[src/rtl/data_mem_arbiter_if.sv]
// Bus bundle between the MEM stage, the image loader and the data RAM.
// The slave modport is the arbiter's view; master is the requester/RAM side.
interface data_mem_arbiter_if #(
  parameter int RW = 24,
  parameter int AW = 16
);
  logic          cpu_req;
  logic          cpu_we;
  logic [AW-1:0] cpu_addr;
  logic [RW-1:0] cpu_wdata;
  logic          cpu_stall;
  logic          cpu_rvalid;
  logic [RW-1:0] cpu_rdata;

  logic          dma_req;
  logic          dma_lock;
  logic          dma_we;
  logic [AW-1:0] dma_addr;
  logic [RW-1:0] dma_wdata;
  logic          dma_gnt;
  logic          dma_rvalid;
  logic [RW-1:0] dma_rdata;

  logic          mem_en;
  logic          mem_we;
  logic [AW-1:0] mem_addr;
  logic [RW-1:0] mem_wdata;
  logic [RW-1:0] mem_rdata;

  modport slave (
    input  cpu_req, cpu_we, cpu_addr, cpu_wdata,
    output cpu_stall, cpu_rvalid, cpu_rdata,
    input  dma_req, dma_lock, dma_we, dma_addr, dma_wdata,
    output dma_gnt, dma_rvalid, dma_rdata,
    output mem_en, mem_we, mem_addr, mem_wdata,
    input  mem_rdata
  );

  modport master (
    output cpu_req, cpu_we, cpu_addr, cpu_wdata,
    input  cpu_stall, cpu_rvalid, cpu_rdata,
    output dma_req, dma_lock, dma_we, dma_addr, dma_wdata,
    input  dma_gnt, dma_rvalid, dma_rdata,
    input  mem_en, mem_we, mem_addr, mem_wdata,
    output mem_rdata
  );
endinterface

[src/rtl/data_mem_arbiter.sv]
// CPU/loader arbiter for the single-port data RAM: CPU priority, DMA anti-starvation, locked bursts.
// Define DATA_MEM_ARB_PERF_EN to add stall/grant performance counters.
module data_mem_arbiter #(
  parameter int RW        = 24,
  parameter int AW        = 16,
  parameter int MAX_WAIT  = 8,
  parameter int MAX_BURST = 64
) (
  input  logic                  i_clk,
  input  logic                  i_rst,
  data_mem_arbiter_if.slave     bus
`ifdef DATA_MEM_ARB_PERF_EN
  ,
  output logic [31:0]           o_stall_cycles,
  output logic [31:0]           o_dma_grants
`endif
);
  localparam int WW = $clog2(MAX_WAIT + 1);
  localparam int BW = $clog2(MAX_BURST + 1);
  localparam logic [WW-1:0] WAIT_SAT   = WW'(MAX_WAIT);
  localparam logic [BW-1:0] BURST_LAST = BW'(MAX_BURST);

  typedef enum logic       {ARB, BURST} state_t;
  typedef enum logic [1:0] {OWN_NONE, OWN_CPU, OWN_DMA} owner_t;

  state_t        r_state;
  owner_t        r_owner;
  logic [WW-1:0] r_wait_cnt;
  logic [BW-1:0] r_burst_cnt;
  logic          r_cpu_prio;

  logic          w_dma_force;
  logic          w_cpu_win;
  logic          w_dma_win;
  logic [BW-1:0] w_burst_nxt;

  // Grants are suppressed during reset so nothing reaches the RAM that cycle.
  always_comb begin
    w_dma_force = bus.dma_req && (r_wait_cnt == WAIT_SAT) && !r_cpu_prio;
    w_cpu_win   = !i_rst && (r_state == ARB) && bus.cpu_req && !w_dma_force;
    w_dma_win   = !i_rst && bus.dma_req && !w_cpu_win;
    w_burst_nxt = r_burst_cnt + 1'b1;
  end

  always_comb begin
    bus.mem_en    = w_cpu_win || w_dma_win;
    bus.mem_we    = 1'b0;
    bus.mem_addr  = '0;
    bus.mem_wdata = '0;
    if (w_cpu_win) begin
      bus.mem_we    = bus.cpu_we;
      bus.mem_addr  = bus.cpu_addr;
      bus.mem_wdata = bus.cpu_wdata;
    end else if (w_dma_win) begin
      bus.mem_we    = bus.dma_we;
      bus.mem_addr  = bus.dma_addr;
      bus.mem_wdata = bus.dma_wdata;
    end
  end

  always_comb begin
    bus.cpu_stall  = !i_rst && bus.cpu_req && !w_cpu_win;
    bus.dma_gnt    = w_dma_win;
    bus.cpu_rvalid = !i_rst && (r_owner == OWN_CPU);
    bus.dma_rvalid = !i_rst && (r_owner == OWN_DMA);
    bus.cpu_rdata  = bus.cpu_rvalid ? bus.mem_rdata : '0;
    bus.dma_rdata  = bus.dma_rvalid ? bus.mem_rdata : '0;
  end

  always_ff @(posedge i_clk) begin
    if (i_rst) begin
      r_state     <= ARB;
      r_owner     <= OWN_NONE;
      r_wait_cnt  <= '0;
      r_burst_cnt <= '0;
      r_cpu_prio  <= 1'b0;
    end else begin
      if (w_cpu_win && !bus.cpu_we)      r_owner <= OWN_CPU;
      else if (w_dma_win && !bus.dma_we) r_owner <= OWN_DMA;
      else                               r_owner <= OWN_NONE;

      if (!bus.dma_req || w_dma_win)     r_wait_cnt <= '0;
      else if (r_wait_cnt != WAIT_SAT)   r_wait_cnt <= r_wait_cnt + 1'b1;

      case (r_state)
        ARB: begin
          r_cpu_prio <= 1'b0;
          if (w_dma_win && bus.dma_lock) begin
            r_state     <= BURST;
            r_burst_cnt <= BW'(1);
          end
        end
        BURST: begin
          if (!w_dma_win || !bus.dma_lock) begin
            r_state     <= ARB;
            r_burst_cnt <= '0;
          end else if (w_burst_nxt == BURST_LAST) begin
            // Hand the next ARB cycle to the CPU regardless of DMA starvation.
            r_state     <= ARB;
            r_burst_cnt <= '0;
            r_cpu_prio  <= 1'b1;
          end else begin
            r_burst_cnt <= w_burst_nxt;
          end
        end
        default: r_state <= ARB;
      endcase
    end
  end

`ifdef DATA_MEM_ARB_PERF_EN
  logic [31:0] r_stall_cycles;
  logic [31:0] r_dma_grants;

  always_ff @(posedge i_clk) begin
    if (i_rst) begin
      r_stall_cycles <= '0;
      r_dma_grants   <= '0;
    end else begin
      if (bus.cpu_stall && !(&r_stall_cycles)) r_stall_cycles <= r_stall_cycles + 1'b1;
      if (bus.dma_gnt && !(&r_dma_grants))     r_dma_grants   <= r_dma_grants + 1'b1;
    end
  end

  assign o_stall_cycles = r_stall_cycles;
  assign o_dma_grants   = r_dma_grants;
`endif
endmodule

[src/flat_wrapper.sv]
// flat-port wrapper written by rule: the top's interface ports become plain ports
module data_mem_arbiter_flat 
#(
  parameter int RW        = 24,
  parameter int AW        = 16,
  parameter int MAX_WAIT  = 8,
  parameter int MAX_BURST = 64
)
  (i_clk, i_rst, bus_cpu_req, bus_cpu_we, bus_cpu_addr, bus_cpu_wdata, bus_cpu_stall, bus_cpu_rvalid, bus_cpu_rdata, bus_dma_req, bus_dma_lock, bus_dma_we, bus_dma_addr, bus_dma_wdata, bus_dma_gnt, bus_dma_rvalid, bus_dma_rdata, bus_mem_en, bus_mem_we, bus_mem_addr, bus_mem_wdata, bus_mem_rdata);
  data_mem_arbiter_if #(.RW(RW), .AW(AW)) bus_i ();
  input  logic i_clk;
  input  logic i_rst;
  input wire logic [$bits(bus_i.cpu_req)-1:0] bus_cpu_req;
  input wire logic [$bits(bus_i.cpu_we)-1:0] bus_cpu_we;
  input wire logic [$bits(bus_i.cpu_addr)-1:0] bus_cpu_addr;
  input wire logic [$bits(bus_i.cpu_wdata)-1:0] bus_cpu_wdata;
  output wire logic [$bits(bus_i.cpu_stall)-1:0] bus_cpu_stall;
  output wire logic [$bits(bus_i.cpu_rvalid)-1:0] bus_cpu_rvalid;
  output wire logic [$bits(bus_i.cpu_rdata)-1:0] bus_cpu_rdata;
  input wire logic [$bits(bus_i.dma_req)-1:0] bus_dma_req;
  input wire logic [$bits(bus_i.dma_lock)-1:0] bus_dma_lock;
  input wire logic [$bits(bus_i.dma_we)-1:0] bus_dma_we;
  input wire logic [$bits(bus_i.dma_addr)-1:0] bus_dma_addr;
  input wire logic [$bits(bus_i.dma_wdata)-1:0] bus_dma_wdata;
  output wire logic [$bits(bus_i.dma_gnt)-1:0] bus_dma_gnt;
  output wire logic [$bits(bus_i.dma_rvalid)-1:0] bus_dma_rvalid;
  output wire logic [$bits(bus_i.dma_rdata)-1:0] bus_dma_rdata;
  output wire logic [$bits(bus_i.mem_en)-1:0] bus_mem_en;
  output wire logic [$bits(bus_i.mem_we)-1:0] bus_mem_we;
  output wire logic [$bits(bus_i.mem_addr)-1:0] bus_mem_addr;
  output wire logic [$bits(bus_i.mem_wdata)-1:0] bus_mem_wdata;
  input wire logic [$bits(bus_i.mem_rdata)-1:0] bus_mem_rdata;
  assign bus_i.cpu_req = bus_cpu_req;
  assign bus_i.cpu_we = bus_cpu_we;
  assign bus_i.cpu_addr = bus_cpu_addr;
  assign bus_i.cpu_wdata = bus_cpu_wdata;
  assign bus_cpu_stall = bus_i.cpu_stall;
  assign bus_cpu_rvalid = bus_i.cpu_rvalid;
  assign bus_cpu_rdata = bus_i.cpu_rdata;
  assign bus_i.dma_req = bus_dma_req;
  assign bus_i.dma_lock = bus_dma_lock;
  assign bus_i.dma_we = bus_dma_we;
  assign bus_i.dma_addr = bus_dma_addr;
  assign bus_i.dma_wdata = bus_dma_wdata;
  assign bus_dma_gnt = bus_i.dma_gnt;
  assign bus_dma_rvalid = bus_i.dma_rvalid;
  assign bus_dma_rdata = bus_i.dma_rdata;
  assign bus_mem_en = bus_i.mem_en;
  assign bus_mem_we = bus_i.mem_we;
  assign bus_mem_addr = bus_i.mem_addr;
  assign bus_mem_wdata = bus_i.mem_wdata;
  assign bus_i.mem_rdata = bus_mem_rdata;
  data_mem_arbiter #(.RW(RW), .AW(AW), .MAX_WAIT(MAX_WAIT), .MAX_BURST(MAX_BURST)) u_core (.i_clk(i_clk), .i_rst(i_rst), .bus(bus_i));
endmodule
[config.mk]
export PLATFORM = sky130hd
export DESIGN_NAME = data_mem_arbiter_flat
export DESIGN_NICKNAME = d
export VERILOG_FILES = /design/src/rtl/data_mem_arbiter_if.sv /design/src/rtl/data_mem_arbiter.sv /design/src/flat_wrapper.sv
export SDC_FILE = /design/constraint.sdc
export NUM_CORES = 1
export LEC_CHECK = 0
export CAP_MARGIN = 20
export CELL_PAD_IN_SITES_DETAIL_PLACEMENT = 0
export CELL_PAD_IN_SITES_GLOBAL_PLACEMENT = 1
export CORE_AREA = 2 2 80 82
export CTS_CLUSTER_DIAMETER = 30
export DETAILED_ROUTE_END_ITERATION = 8
export DIE_AREA = 0 0 82 84
export DONT_BUFFER_PORTS = 1
export PLACE_DENSITY_LB_ADDON = 0.12
export RECOVER_POWER = 100
export SYNTH_ARGS = -nofsm -noshare
export SYNTH_HDL_FRONTEND = slang
export SYNTH_SLANG_ARGS = --single-unit
[constraint.sdc]
create_clock -name i_clk -period 2.88 [get_ports i_clk]
set_input_delay 0.72 -clock i_clk [delete_from_list [all_inputs] [get_ports i_clk]]
set_output_delay 0.72 -clock i_clk [all_outputs]
set_load 0.05 [all_outputs]
==> summary.md, run 1 <==
### GRT
* 19.8% — GRT met1 Usage
* met2 — layer with the highest usage after global routing
* 0 — initial antenna violation count
* 26 — maximum number of pins on one net before global-route repair
* 43.9% — met2 usage in global routing
* 10.5 mm — first-pass GRT wire length
* 20.4% — global-route total usage across every layer
* 1881 — number of global-route vias before repair
* 1.73% — met3 track demand over resource in global routing
* 0 — grt ovf

### Worst setup path
* flop — startpoint types
* inv_1, ha_1, and4bb_4, or3_4, and2_4, a22o_4, buf_12 — list of cells traversed by the critical path
* sky130_fd_sc_hd__or3_4 — Critical-path top delay cell
* output port — endpoint type of the worst setup path
* 10 — maximum net fanout on the critical path
* 2.16 ns — data required time of the worst path
* reg -> out — kind of critical path
* 2.11 ns — Critical Path AT
* 0.99 ns — reg-to-reg setup timing slack
* 0.41 ns — Critical Path Max Stage Delay

### Final layout
* 83.6% — area growth from synthesis to layout
* sky130_fd_sc_hd__buf_12 — leading cell type in the layout, fill and taps excluded
* 543 — final-layout fill cell count
* 334 — non-filler instance count after layout
* 372 — count of nets after finishing
* sky130_fd_sc_hd__buf_12 (39), sky130_fd_sc_hd__and2_1 (32), sky130_fd_sc_hd__a22o_4 (28) — most frequent cells in the layout
* 0 — diodes inserted
* 52.5% — fraction of final layout cells with drive strength greater than 1

### Die
* 84 um — die height
* 26.5% — starting density of the core
* 205 — total I/O pin count
* 6890 um^2 — die outline area
* 82 um — Die W
* 6100 um^2 — Core Area
* 29 — number of placement rows

### Synth
* sky130_fd_sc_hd__a22o_1 — post-synth top area cell
* 8.29 um^2 — mean instance size in the synthesized netlist
* 20.0% — share of Yosys cell area claimed by the top area cell type
* compound AO/OA/AOI/OAI gates — main combinational cell family by area after synthesis
* 18.6% — share of synthesized area occupied by flip-flops and latches
* 309 — syn nets
* 34.1% — share of the synthesized area in compound gates (AO/OA/AOI/OAI)
* 15 — Seq cells post-synth
* 0 — warnings from Yosys
* 0.619% — mux cell area share after synthesis
* sky130_fd_sc_hd__a22o_1 (20%), sky130_fd_sc_hd__and2_1 (19%), sky130_fd_sc_hd__dfxtp_1 (19%) — leading cell types by total area after synthesis
* 32.9% — simple-gate share of the synthesized area
* 195 — Mapped Cells
* 2.17% — fraction of synthesized cell area in xor and xnor cells
* 1620 um^2 — Netlist Area Pre-Place
* 40 — Netlist cell types
* 2.32% — share of synthesized cell area in full adder, half adder and majority cells

### Pwr
* 56.5% — combinational share of power
* 19.1% — clock share of power
* 0.000128 V — IR drop worst, VDD
* 0.526 mW — cell-internal power
* 0.349 mW — switching power summed over all nets
* 295 nW/um^2 — areal power density over the cells
* 39.9% — fraction of power spent switching nets
* 1.30 nW — leak pwr
* 24.4% — sequential fraction of design power

### Clock network
* sky130_fd_sc_hd__clkbuf_8 — Root Buffer Master
* 1 — CTS H-tree depth
* 0.06 ns — clock transition time at the flip-flop clock pins of the worst setup and hold paths
* 15 — number of sinks driven by the clock tree
* 0.24 ns — worst-skew pair later-pin latency
* 3 — clock buffer count from CTS
* built — clock tree from TritonCTS
* 2 — number of buffers on the longest clock path
* 0 — total of hold buffers inserted after clock tree synthesis

### Drt
* 1799 — total via count in the routed design
* 0 — Residual DRC
* 5.39 — per-cell via count in the routed design
* 0 — DRT antenna net count
* 22.3 um — average wire length per cell after detail routing
* 4 — DRT Pass-1 Iters
* 58 — number of DRC markers after the initial detailed-route iteration
* 7.43 mm — Detailed Route WL

### Place
* 5.38 mm — detailed placement HPWL
* 0.763 — global placer's final weighted congestion
* 0 — count of buffers inserted at the top-level ports
* 316 — Cell Count Post-Placement

### Worst hold path
* reg -> reg — class of the most critical hold timing path

### STA
* 0 ns — total negative setup slack
* 0 — max-slew violation total from the final report
* 2.83 ns — time the final worst path needs with I/O delays and setup
* 56.6% — headroom to the max-slew limit
* 353 MHz — maximum frequency from static timing analysis
* 98.2% — Period Utilization, post-route
* yes — unrepaired setup endpoints after global routing
* 0 — count of endpoints failing hold in the final timing report
* 0.651 ns — worst-margin pin slew
* 0 — number of setup violations in the final report
* 0.00228 ns — Worst Skew

### Outcome
* completed — run status

### Job
* 0 — max-cap violations

-- cell usage after synthesis (all sizes together) --
cell	n
a2111oi	2
a211oi	3
a21oi	5
a22o	40
a311oi	1
a41oi	1
and2	51
and2b	1
and3	3
and3b	1
and4bb	1
buf	9
clkbuf	7
dfxtp	15
ha	3
inv	6
mux2i	1
nand2	10
nand2b	1
nand3	6
nand3b	1
nand4	1
nor2	5
nor2b	2
nor3	1
nor3b	2
o21a	4
o21ai	1
o22ai	2
o2bb2ai	1
o31a	1
o32ai	1
or2	1
or3	1
xnor2	1
xor2	3
-- state kept, by name (all words and copies together) (netlist names) --
signal / cells
u_core.r_burst_cnt: 7
u_core.r_cpu_prio: 1
u_core.r_owner: 2
u_core.r_state: 1
u_core.r_wait_cnt: 4
-- routing by layer --
layer	up-vias	routed length [um]
met5	-	0
met4	0	35
met3	2	419
met2	95	4600
met1	860	2380
li1	842	-
-- worst paths after layout --
path                        startpoint                    end  depth (start not counted)
setup / recovery  u_core.r_wait_cnt[1]       bus_mem_wdata[4]                          7
setup reg to reg  u_core.r_wait_cnt[1]  u_core.r_burst_cnt[5]                          7
hold reg to reg      u_core.r_cpu_prio      u_core.r_cpu_prio                          2
hold / removal       u_core.r_cpu_prio      u_core.r_cpu_prio                          2
-- logic make-up (layout without fill, tap and decap cells) --
group,after synthesis,in the layout
AND/OR/NAND/NOR,88,95
AO/OA/AOI/OAI,62,62
buffers and inverters,22,77
flip-flops,15,15
XOR/XNOR,4,4
adder cells (fa/ha/maj),3,3
multiplexers,1,1
-- what timing repair did --
item,4_1_cts,5_1_grt
endpoints found under the setup margin,65,34
gates cloned,7,2
gates resized for setup,17,21
pin swaps,2,4
setup buffers,3,2
-- worst max-delay path, delay by kind of cell (launching register included) --
kind | cells | cell delay (ns)
adders and majority gates | 1 | 0.19
and+or+nand+nor | 3 | 0.87
DFF | 1 | 0.33
buffers and inverters | 2 | 0.20
AOI/OAI and AO/OA | 1 | 0.28
-- through the flow --
step	setup slack [ns]	power, mW	hold WS (ns)	area (um^2)	util [%]
floorplan	0.0357	0.485	0.443	1650	-
global placement	0.00678	0.654	0.467	2550	41.8
detailed placement	-0.0627	0.656	0.478	2550	41.8
CTS	0.0200	0.862	0.490	2800	45.9
global route	-0.0137	0.906	0.517	2970	48.7
finish	0.0507	0.874	0.492	2970	48.7
-- area by class of cell --
cell class	count	area (um^2)	share of cell area, %
Inverter	6	22.5	0.759
Timing Repair Buffer	67	1010	34.1
Sequential cell	15	303	10.2
Clock buffer	4	45.0	1.52
Multi-Input combinational cell	165	1490	50.2
Tap cell	77	96.3	3.25
-- power by group through the flow --
stage	registers [mW]	clock network, mW	logic [mW]
global route	0.213	0.185	0.507
floorplan	0.216	0	0.269
finish	0.213	0.167	0.494
CTS	0.213	0.175	0.474
global placement	0.218	0	0.436
detailed placement	0.218	0	0.438
No activity file was read; power rests on OpenSTA's default activity.
==> run 2: changes to the inputs <==
--- a/config.mk
+++ b/config.mk
@@ -13,8 +13,9 @@
 export DETAILED_ROUTE_END_ITERATION = 8
 export DIE_AREA = 0 0 82 84
 export DONT_BUFFER_PORTS = 1
-export PLACE_DENSITY_LB_ADDON = 0.12
+export PLACE_DENSITY = 0.67
 export RECOVER_POWER = 100
+export SKIP_CTS_REPAIR_TIMING = 1
 export SYNTH_ARGS = -nofsm -noshare
 export SYNTH_HDL_FRONTEND = slang
 export SYNTH_SLANG_ARGS = --single-unit
==> run 2 against run 1 <==
  * Flip-flop and latch count stayed put
  * Total power down 4.6%
  * Largest power group unchanged
  * Final cell count rose by 1.8%
==> summary.md, run 2 (synthesis gave the netlist of run 1 again) <==
### Outcome
* completed — run status

### Drt
* 19.7 um — average wire length per cell after detail routing, -11%
* 5.04 — per-cell via count in the routed design, -6.5%
* 0 — Residual DRC, unchanged
* 0 — DRT antenna net count, unchanged
* 63 — number of DRC markers after the initial detailed-route iteration, +8.6%
* 3 — DRT Pass-1 Iters, -1
* 1713 — total via count in the routed design, -4.8%
* 6.71 mm — Detailed Route WL, -9.8%

### Clock network
* sky130_fd_sc_hd__clkbuf_8 — Root Buffer Master
* 1 — CTS H-tree depth, unchanged
* 0.06 ns — clock transition time at the flip-flop clock pins of the worst setup and hold paths, about the same
* 15 — number of sinks driven by the clock tree, unchanged
* 3 — clock buffer count from CTS, unchanged
* 0.24 ns — worst-skew pair later-pin latency, about the same
* built — clock tree from TritonCTS
* 2 — number of buffers on the longest clock path, unchanged

### GRT
* 0 — initial antenna violation count, unchanged
* 8.76 mm — first-pass GRT wire length, -17%
* 45 — maximum number of pins on one net before global-route repair, +73%
* 0 — grt ovf, unchanged
* 1583 — number of global-route vias before repair, -16%
* 16.8% — global-route total usage across every layer, -3.6 points

### Worst setup path
* 2.16 ns — data required time of the worst path, about the same
* inv_2, ha_4, and4bb_4, or3_4, and2_4, a22o_1, buf_12 — list of cells traversed by the critical path
* 2.15 ns — Critical Path AT, +0.04 ns
* 0.42 ns — Critical Path Max Stage Delay, about the same
* reg -> out — kind of critical path
* 21 — maximum net fanout on the critical path, +11
* output port — endpoint type of the worst setup path
* sky130_fd_sc_hd__or3_4 — Critical-path top delay cell
* flop — startpoint types

### Final layout
* 378 — count of nets after finishing, +1.6%
* 303 um^2 — FF/Latch Area, unchanged
* 599 — final-layout fill cell count, +10%
* 340 — non-filler instance count after layout, +1.8%
* 75.2% — area growth from synthesis to layout
* sky130_fd_sc_hd__buf_12 — leading cell type in the layout, fill and taps excluded
* u_core.r_burst_cnt — Largest Register
* 1280 um^2 — area used by multi-input combinational logic, -14%
* 0 — diodes inserted, unchanged
* u_core.r_burst_cnt (7), u_core.r_wait_cnt (4), u_core.r_owner (2) — largest registers
* 7 — flip-flop count of the largest register after layout, unchanged
* 46.4% — core occupancy in the finished layout, -2.2 points
* sky130_fd_sc_hd__buf_12 (39), sky130_fd_sc_hd__buf_4 (36), sky130_fd_sc_hd__a22o_1 (34) — most frequent cells in the layout
* 46.4% — fraction of final layout cells with drive strength greater than 1, -6.1 points
* 2830 um^2 — cell area after layout, -4.6%

### Die
* 26.5% — starting density of the core, unchanged
* 6890 um^2 — die outline area, unchanged
* 6100 um^2 — Core Area, unchanged
* 29 — number of placement rows, unchanged
* 84 um — die height, unchanged
* 205 — total I/O pin count, unchanged
* 82 um — Die W, unchanged

### Pwr
* 0.499 mW — cell-internal power, -5.1%
* 54.5% — combinational share of power, -2.0 points
* 295 nW/um^2 — areal power density over the cells, about the same
* 1.23 nW — leak pwr, -5.7%
* 0.335 mW — switching power summed over all nets, -3.9%
* 25.6% — sequential fraction of design power, +1.2 points
* 0.000144 V — IR drop worst, VDD, +12%
* 20.0% — clock share of power, +0.9 points
* 40.2% — fraction of power spent switching nets, +0.32 points

### STA
* 99.5% — Period Utilization, post-route, +1.3 points
* yes — unrepaired setup endpoints after global routing
* 349 MHz — maximum frequency from static timing analysis, -1.3%
* 0.000819 ns — Worst Skew, -0.00146 ns
* 57.1% — headroom to the max-slew limit, +0.51 points
* 0 — count of endpoints failing hold in the final timing report, unchanged
* 2.87 ns — time the final worst path needs with I/O delays and setup, +0.0375 ns
* 0 — number of setup violations in the final report, unchanged
* 0 — max-slew violation total from the final report, unchanged
* 0.643 ns — worst-margin pin slew, -0.00767 ns

### Place
* 2690 um^2 — placed instance area, +5.6%
* 0.792 — global placer's final weighted congestion, +3.8%
* 0 — count of buffers inserted at the top-level ports, unchanged
* 5.31 mm — detailed placement HPWL, -1.3%
* 331 — Cell Count Post-Placement, +4.7%

### Job
* 0 — max-cap violations, unchanged

### Worst hold path
* reg -> reg — class of the most critical hold timing path

run 2: final timing paths:
| check | cells past startpoint | end | start | slack [ns] |
|---|---|---|---|---|
| setup reg to reg | 6 | u_core.r_burst_cnt[5] | u_core.r_wait_cnt[1] | 1.15 |
| setup / recovery | 7 | bus_mem_wdata[22] | u_core.r_wait_cnt[1] | 0.01 |
| hold reg to reg | 2 | u_core.r_cpu_prio | u_core.r_cpu_prio | 0.49 |
| hold / removal | 2 | u_core.r_cpu_prio | u_core.r_cpu_prio | 0.49 |
run 2: cell type report:
class                           instances  share of cell area (%)
Multi-Input combinational cell        161                    45.1
Tap cell                               77                    3.40
Inverter                                6                   0.795
Timing Repair Buffer                   77                    38.4
Clock buffer                            4                    1.59
Sequential cell                        15                    10.7
run 2: metrics by stage:
step | setup WS [ns] | power (mW) | hold WS, ns | setup TNS (ns)
finish | 0.0131 | 0.834 | 0.490 | 0
global route | -0.0474 | 0.865 | 0.518 | -0.508
CTS | -0.130 | 0.828 | 0.497 | -3.73
detailed placement | -0.0553 | 0.660 | 0.488 | -0.974
global placement | -0.0169 | 0.658 | 0.461 | -0.319
floorplan | 0.0357 | 0.485 | 0.443 | 0
run 2: power groups by stage:
stage | Clock [mW] | Sequential, mW | Combinational (mW)
2_1_floorplan | 0 | 0.216 | 0.269
3_3_place_gp | 0 | 0.217 | 0.440
3_5_place_dp | 0 | 0.217 | 0.443
4_1_cts | 0.173 | 0.213 | 0.443
5_1_grt | 0.185 | 0.213 | 0.467
6_report | 0.167 | 0.213 | 0.454
run 2: per-layer routing:
metal / vias up / routed length, um / global-route usage, %
met5: - / 0 / 0
met1: 788 / 2430 / 18.5
met4: 0 / 48 / 2.73
met3: 4 / 373 / 2.71
met2: 74 / 3860 / 32.9
li1: 847 / - / -
run 2: critical path, delay by kind of cell, from the launching register on:
family          cells  cell delay (ns)
compound gates      1             0.29
flops               1             0.35
fa+ha+maj           1             0.15
simple gates        3             0.89
buf+inv             2             0.20
